==> src/rtl/arb_engine.sv <==
// arb_engine: sequencer for the arbitrage-detection datapath.
// Buffers edge updates in a FIFO, writes them into the adjacency matrix, then runs one
// Bellman-Ford pass followed by one cycle-detect pass on request, steering the memory mux.
// Optional feature macro: REVERSE_EDGE_EN (also write the negated reverse edge per update).
module arb_engine #(
    parameter int N_VERT    = 32,
    parameter int WEIGHT_W  = 32,
    parameter int UPD_DEPTH = 8,
    parameter int AUTO_RUN  = 0,
    localparam int VID_W    = $clog2(N_VERT)
) (
    input  logic                clk,
    input  logic                engine_reset,
    input  logic                upd_valid,
    output logic                upd_ready,
    input  logic [VID_W-1:0]    upd_src,
    input  logic [VID_W-1:0]    upd_dst,
    input  logic [WEIGHT_W-1:0] upd_weight,
    input  logic                run_req,
    output logic                adj_we,
    output logic [VID_W-1:0]    adj_row,
    output logic [VID_W-1:0]    adj_col,
    output logic [WEIGHT_W-1:0] adj_data,
    output logic [1:0]          mem_sel,
    output logic                bellman_start,
    input  logic                bellman_done,
    output logic                cycle_start,
    input  logic                cycle_done,
    input  logic                cycle_found,
    output logic                busy,
    output logic                result_valid,
    output logic                result_cycle,
    output logic [15:0]         pass_count,
    output logic                err_self_loop
);

    localparam int PTR_W   = $clog2(UPD_DEPTH);
    localparam int CNT_W   = PTR_W + 1;
    localparam int ENTRY_W = 2 * VID_W + WEIGHT_W;

    localparam logic [CNT_W-1:0]    FULL_CNT = CNT_W'(UPD_DEPTH);
    localparam logic [WEIGHT_W-1:0] W_MIN    = {1'b1, {(WEIGHT_W-1){1'b0}}};
    localparam logic [WEIGHT_W-1:0] W_MAX    = {1'b0, {(WEIGHT_W-1){1'b1}}};

    localparam logic [2:0] ST_IDLE      = 3'd0;
    localparam logic [2:0] ST_DRAIN_FWD = 3'd1;
    localparam logic [2:0] ST_DRAIN_REV = 3'd2;
    localparam logic [2:0] ST_START_BF  = 3'd3;
    localparam logic [2:0] ST_WAIT_BF   = 3'd4;
    localparam logic [2:0] ST_START_CD  = 3'd5;
    localparam logic [2:0] ST_WAIT_CD   = 3'd6;
    localparam logic [2:0] ST_REPORT    = 3'd7;

    logic [2:0]          state_q, state_d;
    logic [CNT_W-1:0]    count_q, count_d;
    logic [PTR_W-1:0]    wr_ptr_q, rd_ptr_q;
    logic [ENTRY_W-1:0]  fifo_mem [UPD_DEPTH];
    logic                pending_q, pending_d;
    logic                ready_en_q;
    logic                err_q;
    logic                set_err;
    logic                result_cycle_q;
    logic [15:0]         pass_count_q;

    logic                push, pop;
    logic                remaining;
    logic [VID_W-1:0]    head_src, head_dst;
    logic [WEIGHT_W-1:0] head_w, neg_w;
    logic                self_loop;

    // ready stays low through reset and rises on the first clock after release
    assign upd_ready = ready_en_q && (count_q != FULL_CNT);
    assign push      = upd_valid && upd_ready;

    assign {head_src, head_dst, head_w} = fifo_mem[rd_ptr_q];
    assign self_loop = (head_src == head_dst);
    // Saturate: the most negative weight has no positive counterpart
    assign neg_w     = (head_w == W_MIN) ? W_MAX : -head_w;

    // Entries left after the pop in the current cycle (only meaningful while popping)
    assign remaining = (count_q != CNT_W'(1)) || push;

    // Next-state, pop and pending-request logic
    always_comb begin
        state_d   = state_q;
        pop       = 1'b0;
        set_err   = 1'b0;
        pending_d = pending_q | run_req;
        case (state_q)
            ST_IDLE: begin
                // Queued updates always go ahead of a pass
                if (count_q != '0 || push) begin
                    state_d = ST_DRAIN_FWD;
                end else if (pending_q || run_req) begin
                    state_d   = ST_START_BF;
                    pending_d = 1'b0;
                end
            end
            ST_DRAIN_FWD: begin
                if (self_loop) begin
                    set_err = 1'b1;
                    pop     = 1'b1;
                end else begin
`ifdef REVERSE_EDGE_EN
                    state_d = ST_DRAIN_REV;
`else
                    pop     = 1'b1;
`endif
                end
                if (pop) begin
                    if (remaining) begin
                        state_d = ST_DRAIN_FWD;
                    end else begin
                        state_d = ST_IDLE;
                        if (AUTO_RUN != 0) pending_d = 1'b1;
                    end
                end
            end
            ST_DRAIN_REV: begin
                pop = 1'b1;
                if (remaining) begin
                    state_d = ST_DRAIN_FWD;
                end else begin
                    state_d = ST_IDLE;
                    if (AUTO_RUN != 0) pending_d = 1'b1;
                end
            end
            ST_START_BF: state_d = ST_WAIT_BF;
            ST_WAIT_BF:  if (bellman_done) state_d = ST_START_CD;
            ST_START_CD: state_d = ST_WAIT_CD;
            ST_WAIT_CD:  if (cycle_done) state_d = ST_REPORT;
            ST_REPORT:   state_d = ST_IDLE;
            default:     state_d = ST_IDLE;
        endcase
    end

    // FIFO occupancy: simultaneous push and pop leave the count unchanged
    always_comb begin
        count_d = count_q;
        case ({push, pop})
            2'b10:   count_d = count_q + CNT_W'(1);
            2'b01:   count_d = count_q - CNT_W'(1);
            default: count_d = count_q;
        endcase
    end

    // Adjacency write port, zeroed whenever no write is issued
    always_comb begin
        adj_we   = 1'b0;
        adj_row  = '0;
        adj_col  = '0;
        adj_data = '0;
        case (state_q)
            ST_DRAIN_FWD: begin
                if (!self_loop) begin
                    adj_we   = 1'b1;
                    adj_row  = head_src;
                    adj_col  = head_dst;
                    adj_data = head_w;
                end
            end
            ST_DRAIN_REV: begin
                adj_we   = 1'b1;
                adj_row  = head_dst;
                adj_col  = head_src;
                adj_data = neg_w;
            end
            default: ;
        endcase
    end

    // Pass control outputs decoded from state
    always_comb begin
        bellman_start = (state_q == ST_START_BF);
        cycle_start   = (state_q == ST_START_CD);
        result_valid  = (state_q == ST_REPORT);
        if (state_q == ST_START_BF || state_q == ST_WAIT_BF) begin
            mem_sel = 2'd1;
        end else if (state_q == ST_START_CD || state_q == ST_WAIT_CD) begin
            mem_sel = 2'd2;
        end else begin
            mem_sel = 2'd0;
        end
    end

    assign busy          = (state_q != ST_IDLE) || (count_q != '0);
    assign result_cycle  = result_cycle_q;
    assign pass_count    = pass_count_q;
    assign err_self_loop = err_q;

    // FIFO storage; contents are don't-care until pushed, so no reset
    always_ff @(posedge clk) begin
        if (push) fifo_mem[wr_ptr_q] <= {upd_src, upd_dst, upd_weight};
    end

    // Control state, FIFO pointers and status registers
    always_ff @(posedge clk or posedge engine_reset) begin
        if (engine_reset) begin
            state_q        <= ST_IDLE;
            count_q        <= '0;
            wr_ptr_q       <= '0;
            rd_ptr_q       <= '0;
            pending_q      <= 1'b0;
            ready_en_q     <= 1'b0;
            err_q          <= 1'b0;
            result_cycle_q <= 1'b0;
            pass_count_q   <= '0;
        end else begin
            state_q    <= state_d;
            count_q    <= count_d;
            pending_q  <= pending_d;
            ready_en_q <= 1'b1;
            if (push)    wr_ptr_q <= wr_ptr_q + PTR_W'(1);
            if (pop)     rd_ptr_q <= rd_ptr_q + PTR_W'(1);
            if (set_err) err_q    <= 1'b1;
            // Latched at cycle_done so it is already valid alongside result_valid
            if (state_q == ST_WAIT_CD && cycle_done) result_cycle_q <= cycle_found;
            if (state_q == ST_REPORT) pass_count_q <= pass_count_q + 16'd1;
        end
    end

endmodule

==> config.mk <==
export PLATFORM = sky130hd
export DESIGN_NAME = arb_engine
export DESIGN_NICKNAME = d
export VERILOG_FILES = /design/src/rtl/arb_engine.sv
export SDC_FILE = /design/constraint.sdc
export NUM_CORES = 1
export LEC_CHECK = 0
export CAP_MARGIN = 10
export CORE_MARGIN = 5
export CORE_UTILIZATION = 50
export CTS_BUF_LIST = sky130_fd_sc_hd__clkbuf_4 sky130_fd_sc_hd__clkbuf_8
export CTS_CLUSTER_DIAMETER = 60
export CTS_CLUSTER_SIZE = 24
export DETAILED_ROUTE_END_ITERATION = 8
export PLACE_DENSITY = 0.72
export SLEW_MARGIN = 20
export SYNTH_ARGS = -nofsm -noshare
export SYNTH_HDL_FRONTEND = slang
export SYNTH_SLANG_ARGS = --single-unit
export TNS_END_PERCENT = 10
==> constraint.sdc <==
create_clock -name clk -period 5.8 [get_ports clk]
set_input_delay 1.45 -clock clk [delete_from_list [all_inputs] [get_ports clk]]
set_output_delay 1.45 -clock clk [all_outputs]
set_load 0.01 [all_outputs]
==> results.json <==
{
  "synth_edf_count": 336,
  "grt-ovfl-total": 0,
  "port_buffers": 116,
  "worstHoldStart": "pass_count[15]$_DFFE_PP0P_",
  "rsz0062_at_grt": "yes",
  "grt_pass1_vias": 8961,
  "final_common_cell": "edfxtp_1",
  "arrival_ns": 4.35,
  "path_max_fanout": 11,
  "maxCapViolations": 0,
  "drtAntennaViolNets": 0,
  "synth-seq-area-share_pct": 69.14,
  "syn_area_sq_um": 15790,
  "postSynthCellCount": 926,
  "yosys_warnings": 0,
  "dieWidth_um": 187.7,
  "crit_start": "rd_ptr_q[0]$_DFFE_PP0P_",
  "ys_async_sr_fraction_pct": 8.943,
  "drv_slew": 0,
  "nets": 1123,
  "io_pins": 117,
  "ys_seq_elements": 369,
  "syn_area_per_cell_sq_um": 17.05,
  "synth_area_leaders": "edfxtp_1 64%, mux4_2 12%, dfrtp_1 5.2%, mux2i_1 2.2%, nand2_1 1.5%",
  "crit_chain": "buf_12 -> buf_4 -> mux4_2 -> or3_1 -> a211oi_1 -> buf_4 -> o21a_1 -> and3_4 -> buf_4 -> a21oi_1 -> o22ai_2 -> clkdlybuf4s50_1",
  "antenna_cells": 0,
  "worst_path_max_delay_cell": "clkdlybuf4s50_1",
  "end_kind": "primary output",
  "finalSetupTns_ns": 0,
  "synth_top_family_by_area": "multiplexers",
  "cp_top_family": "buffers and inverters",
  "cts_tree": "done",
  "cts_made_buffers": 27,
  "critical_path_class": "register to primary output",
  "place.gp.congestion": 0.8551,
  "p_leak_uw": 0.006305,
  "track_usage_pct": 19.84,
  "worst-path-buf-inv": 5,
  "synthToLayoutAreaGrowth_pct": 17.72,
  "finalHoldViolCount": 0,
  "start_util_pct": 50.29,
  "synthFlopType": "edfxtp_1",
  "reg2reg_setup_slack_ns": 2.63,
  "ctsRootBufferMaster": "clkbuf_8",
  "run_status": "finished, final reports clean",
  "crit_path_frequent_cell": "buf_4",
  "synth_top_area_share_pct": 63.91,
  "finalCritPeriodShare_pct": 99.94,
  "drive_gt1_share_pct": 22.56,
  "clockBufferDepth": 3,
  "worst_pin_slew_ns": 1.063,
  "grt_pass1_wl_um": 54410,
  "synth_xor_area_share_pct": 1.664,
  "firstDrtPassIters": 6,
  "cts.sinks": 369,
  "setup_viol": 0,
  "final_cell_mix": "336 x edfxtp_1, 92 x clkdlybuf4s50_1, 81 x mux4_2",
  "viasPerCell": 6.037,
  "r2r-start": "count_q[0]$_DFFE_PP0P_",
  "ff_latch_area_sq_um": 10920,
  "r2r_cells": 8,
  "fin_crit_ns": 5.797,
  "drt_iter0_markers": 798,
  "yosysUniqueCellTypes": 61,
  "cts_max_level": 1,
  "ir_drop_v": 0.0002723,
  "wirelength_um": 35110,
  "synth.area.mux_share_pct": 15.16,
  "clkLatencyLatePin_ns": 0.63,
  "hpwl_um": 22470,
  "drc": 0,
  "antenna_found_initial": 0,
  "hold_depth": 1,
  "synth-compound-area-share_pct": 4.446,
  "max_slew_margin_pct": 29.11,
  "cpPeakStageDelay_ns": 0.57,
  "core_region_area_sq_um": 31390,
  "grt_max_degree": 34,
  "dieHeight_um": 187.7,
  "multiInputGateArea_sq_um": 4838,
  "synth_simple_gate_area_share_pct": 6.998,
  "clk_pin_slew_ns": 0.13,
  "vias": 8983,
  "fin_skew_ns": 0.03391,
  "dieArea_sq_um": 35230,
  "power_density_nw_per_um2": 467.3,
  "rows": 65,
  "timing.rr.end": "fifo_mem[7][18]$_DFFE_PP_",
  "syn_nets": 983,
  "whs_endpoint": "pass_count[15]$_DFFE_PP0P_",
  "fmax_ghz": 0.1725,
  "start_kind": "register",
  "fillCellCount": 2339,
  "cp.required_ns": 4.35,
  "synth_adder_area_share_pct": 0.6341,
  "worstHoldPathType": "register to register",
  "wire_per_inst_um": 23.60,
  "final_util_pct": 59.20,
  "yosysTopAreaCell": "edfxtp_1"
}
## cells by family (layout without fill, tap and decap cells)
| family | after synthesis | count (layout) |
|---|---|---|
| mux | 135 | 135 |
| compound gates | 105 | 105 |
| other cells | 1 | 1 |
| simple gates | 214 | 214 |
| fa+ha+maj | 8 | 8 |
| buf+inv | 64 | 224 |
| flops | 369 | 369 |
| xor+xnor | 30 | 30 |
## layer usage
metal,global-route usage [%],wire length [um],up-vias
met1,28.00,14840,4593
met3,3.462,2476,56
met4,4.574,766,0
li1,-,-,3987
met5,0,0,-
met2,32.84,17020,347
## worst max-delay path by stage
stage | depth (start not counted) | end | slack, ns
after CTS | 10 | adj_data[19] | -0.11
after floorplan | 3 | fifo_mem[4][0]$_DFFE_PP_ | 0.45
final | 12 | adj_data[5] | 0.003
after global placement | 9 | adj_data[18] | 0.26
after detailed placement | 9 | adj_data[19] | 0.21
after global routing | 11 | adj_data[23] | -0.18
## worst reg2reg max path: cells and delay by family (launching register included)
kind	cells	cell delay, ns
compound gates	1	0.14
buf+inv	2	0.53
fa+ha+maj	1	0.24
flops	1	0.45
simple gates	4	1.49
## where the power goes
part | switching (uW) | internal, uW | total [uW] | leakage (uW)
registers | 172 | 3160 | 3330 | 0.00345
clock network | 987 | 534 | 1520 | 0.000311
logic | 2050 | 1780 | 3830 | 0.00254
total | 3210 | 5470 | 8690 | 0.00631
## repair_timing
action,4_1_cts,5_1_grt
gates resized for setup,42,30
buffers inserted,4,0
pin swaps,3,5
hold buffers,0,0
setup endpoints to repair,43,34
## cells in the mapped netlist, drive strengths merged (2+ instances only)
library cell and n:
o311ai 2, or4 5, a21oi 20, o22ai 26
o21bai 3, mux2 20, a2bb2oi 2, o32a 2
nor3 12, o21ai 13, mux2i 34, and3 10
o211ai 2, nor2 40, dfrtp 33, o31ai 2
nand2 62, xnor2 20, a41oi 3, nand3 11
mux4 81, a31oi 2, o21a 4, inv 12
a211oi 5, nand4 21, nand4b 3, a22oi 11
buf 27, and2 16, o21ba 2, nand2b 9
or3 7, o2bb2ai 2, and4 2, clkbuf 24
nor2b 4, edfxtp 336, xor2 10, nor3b 2
nor4 6, ha 8
## cell type report
class	count	share of cell area, %
clock buffers	28	2.040
clock inverters	21	1.414
inverters	13	0.2626
multi-input cells	493	26.04
flip-flops and latches	369	58.78
well taps	402	2.707
repair buffers	162	8.766
## state kept, by name, summed over array words and instances, names as in the netlist
register       count
fifo_mem         336
pass_count        16
count_q            4
rd_ptr_q           3
state_q            3
wr_ptr_q           3
err_self_loop      1
pending_q          1
ready_en_q         1
result_cycle       1
## stage by stage
| stage | power (uW) | setup slack [ns] | area (sq um) | hold WS (ns) | std cells |
|---|---|---|---|---|---|
| final | 8685 | 0.003482 | 18580 | 0.4833 | 1488 |
| after CTS | 8695 | -0.1096 | 18480 | 0.4879 | 1488 |
| after detailed placement | 7046 | 0.2126 | 17650 | 0.4668 | 1435 |
| after floorplan | 5723 | 0.4494 | 15790 | 0.4471 | 926 |
| after global routing | 9140 | -0.1789 | 18580 | 0.5053 | 1488 |
| after global placement | 6991 | 0.2572 | 17640 | 0.4630 | 1435 |
(Power assumes the default switching activity.)
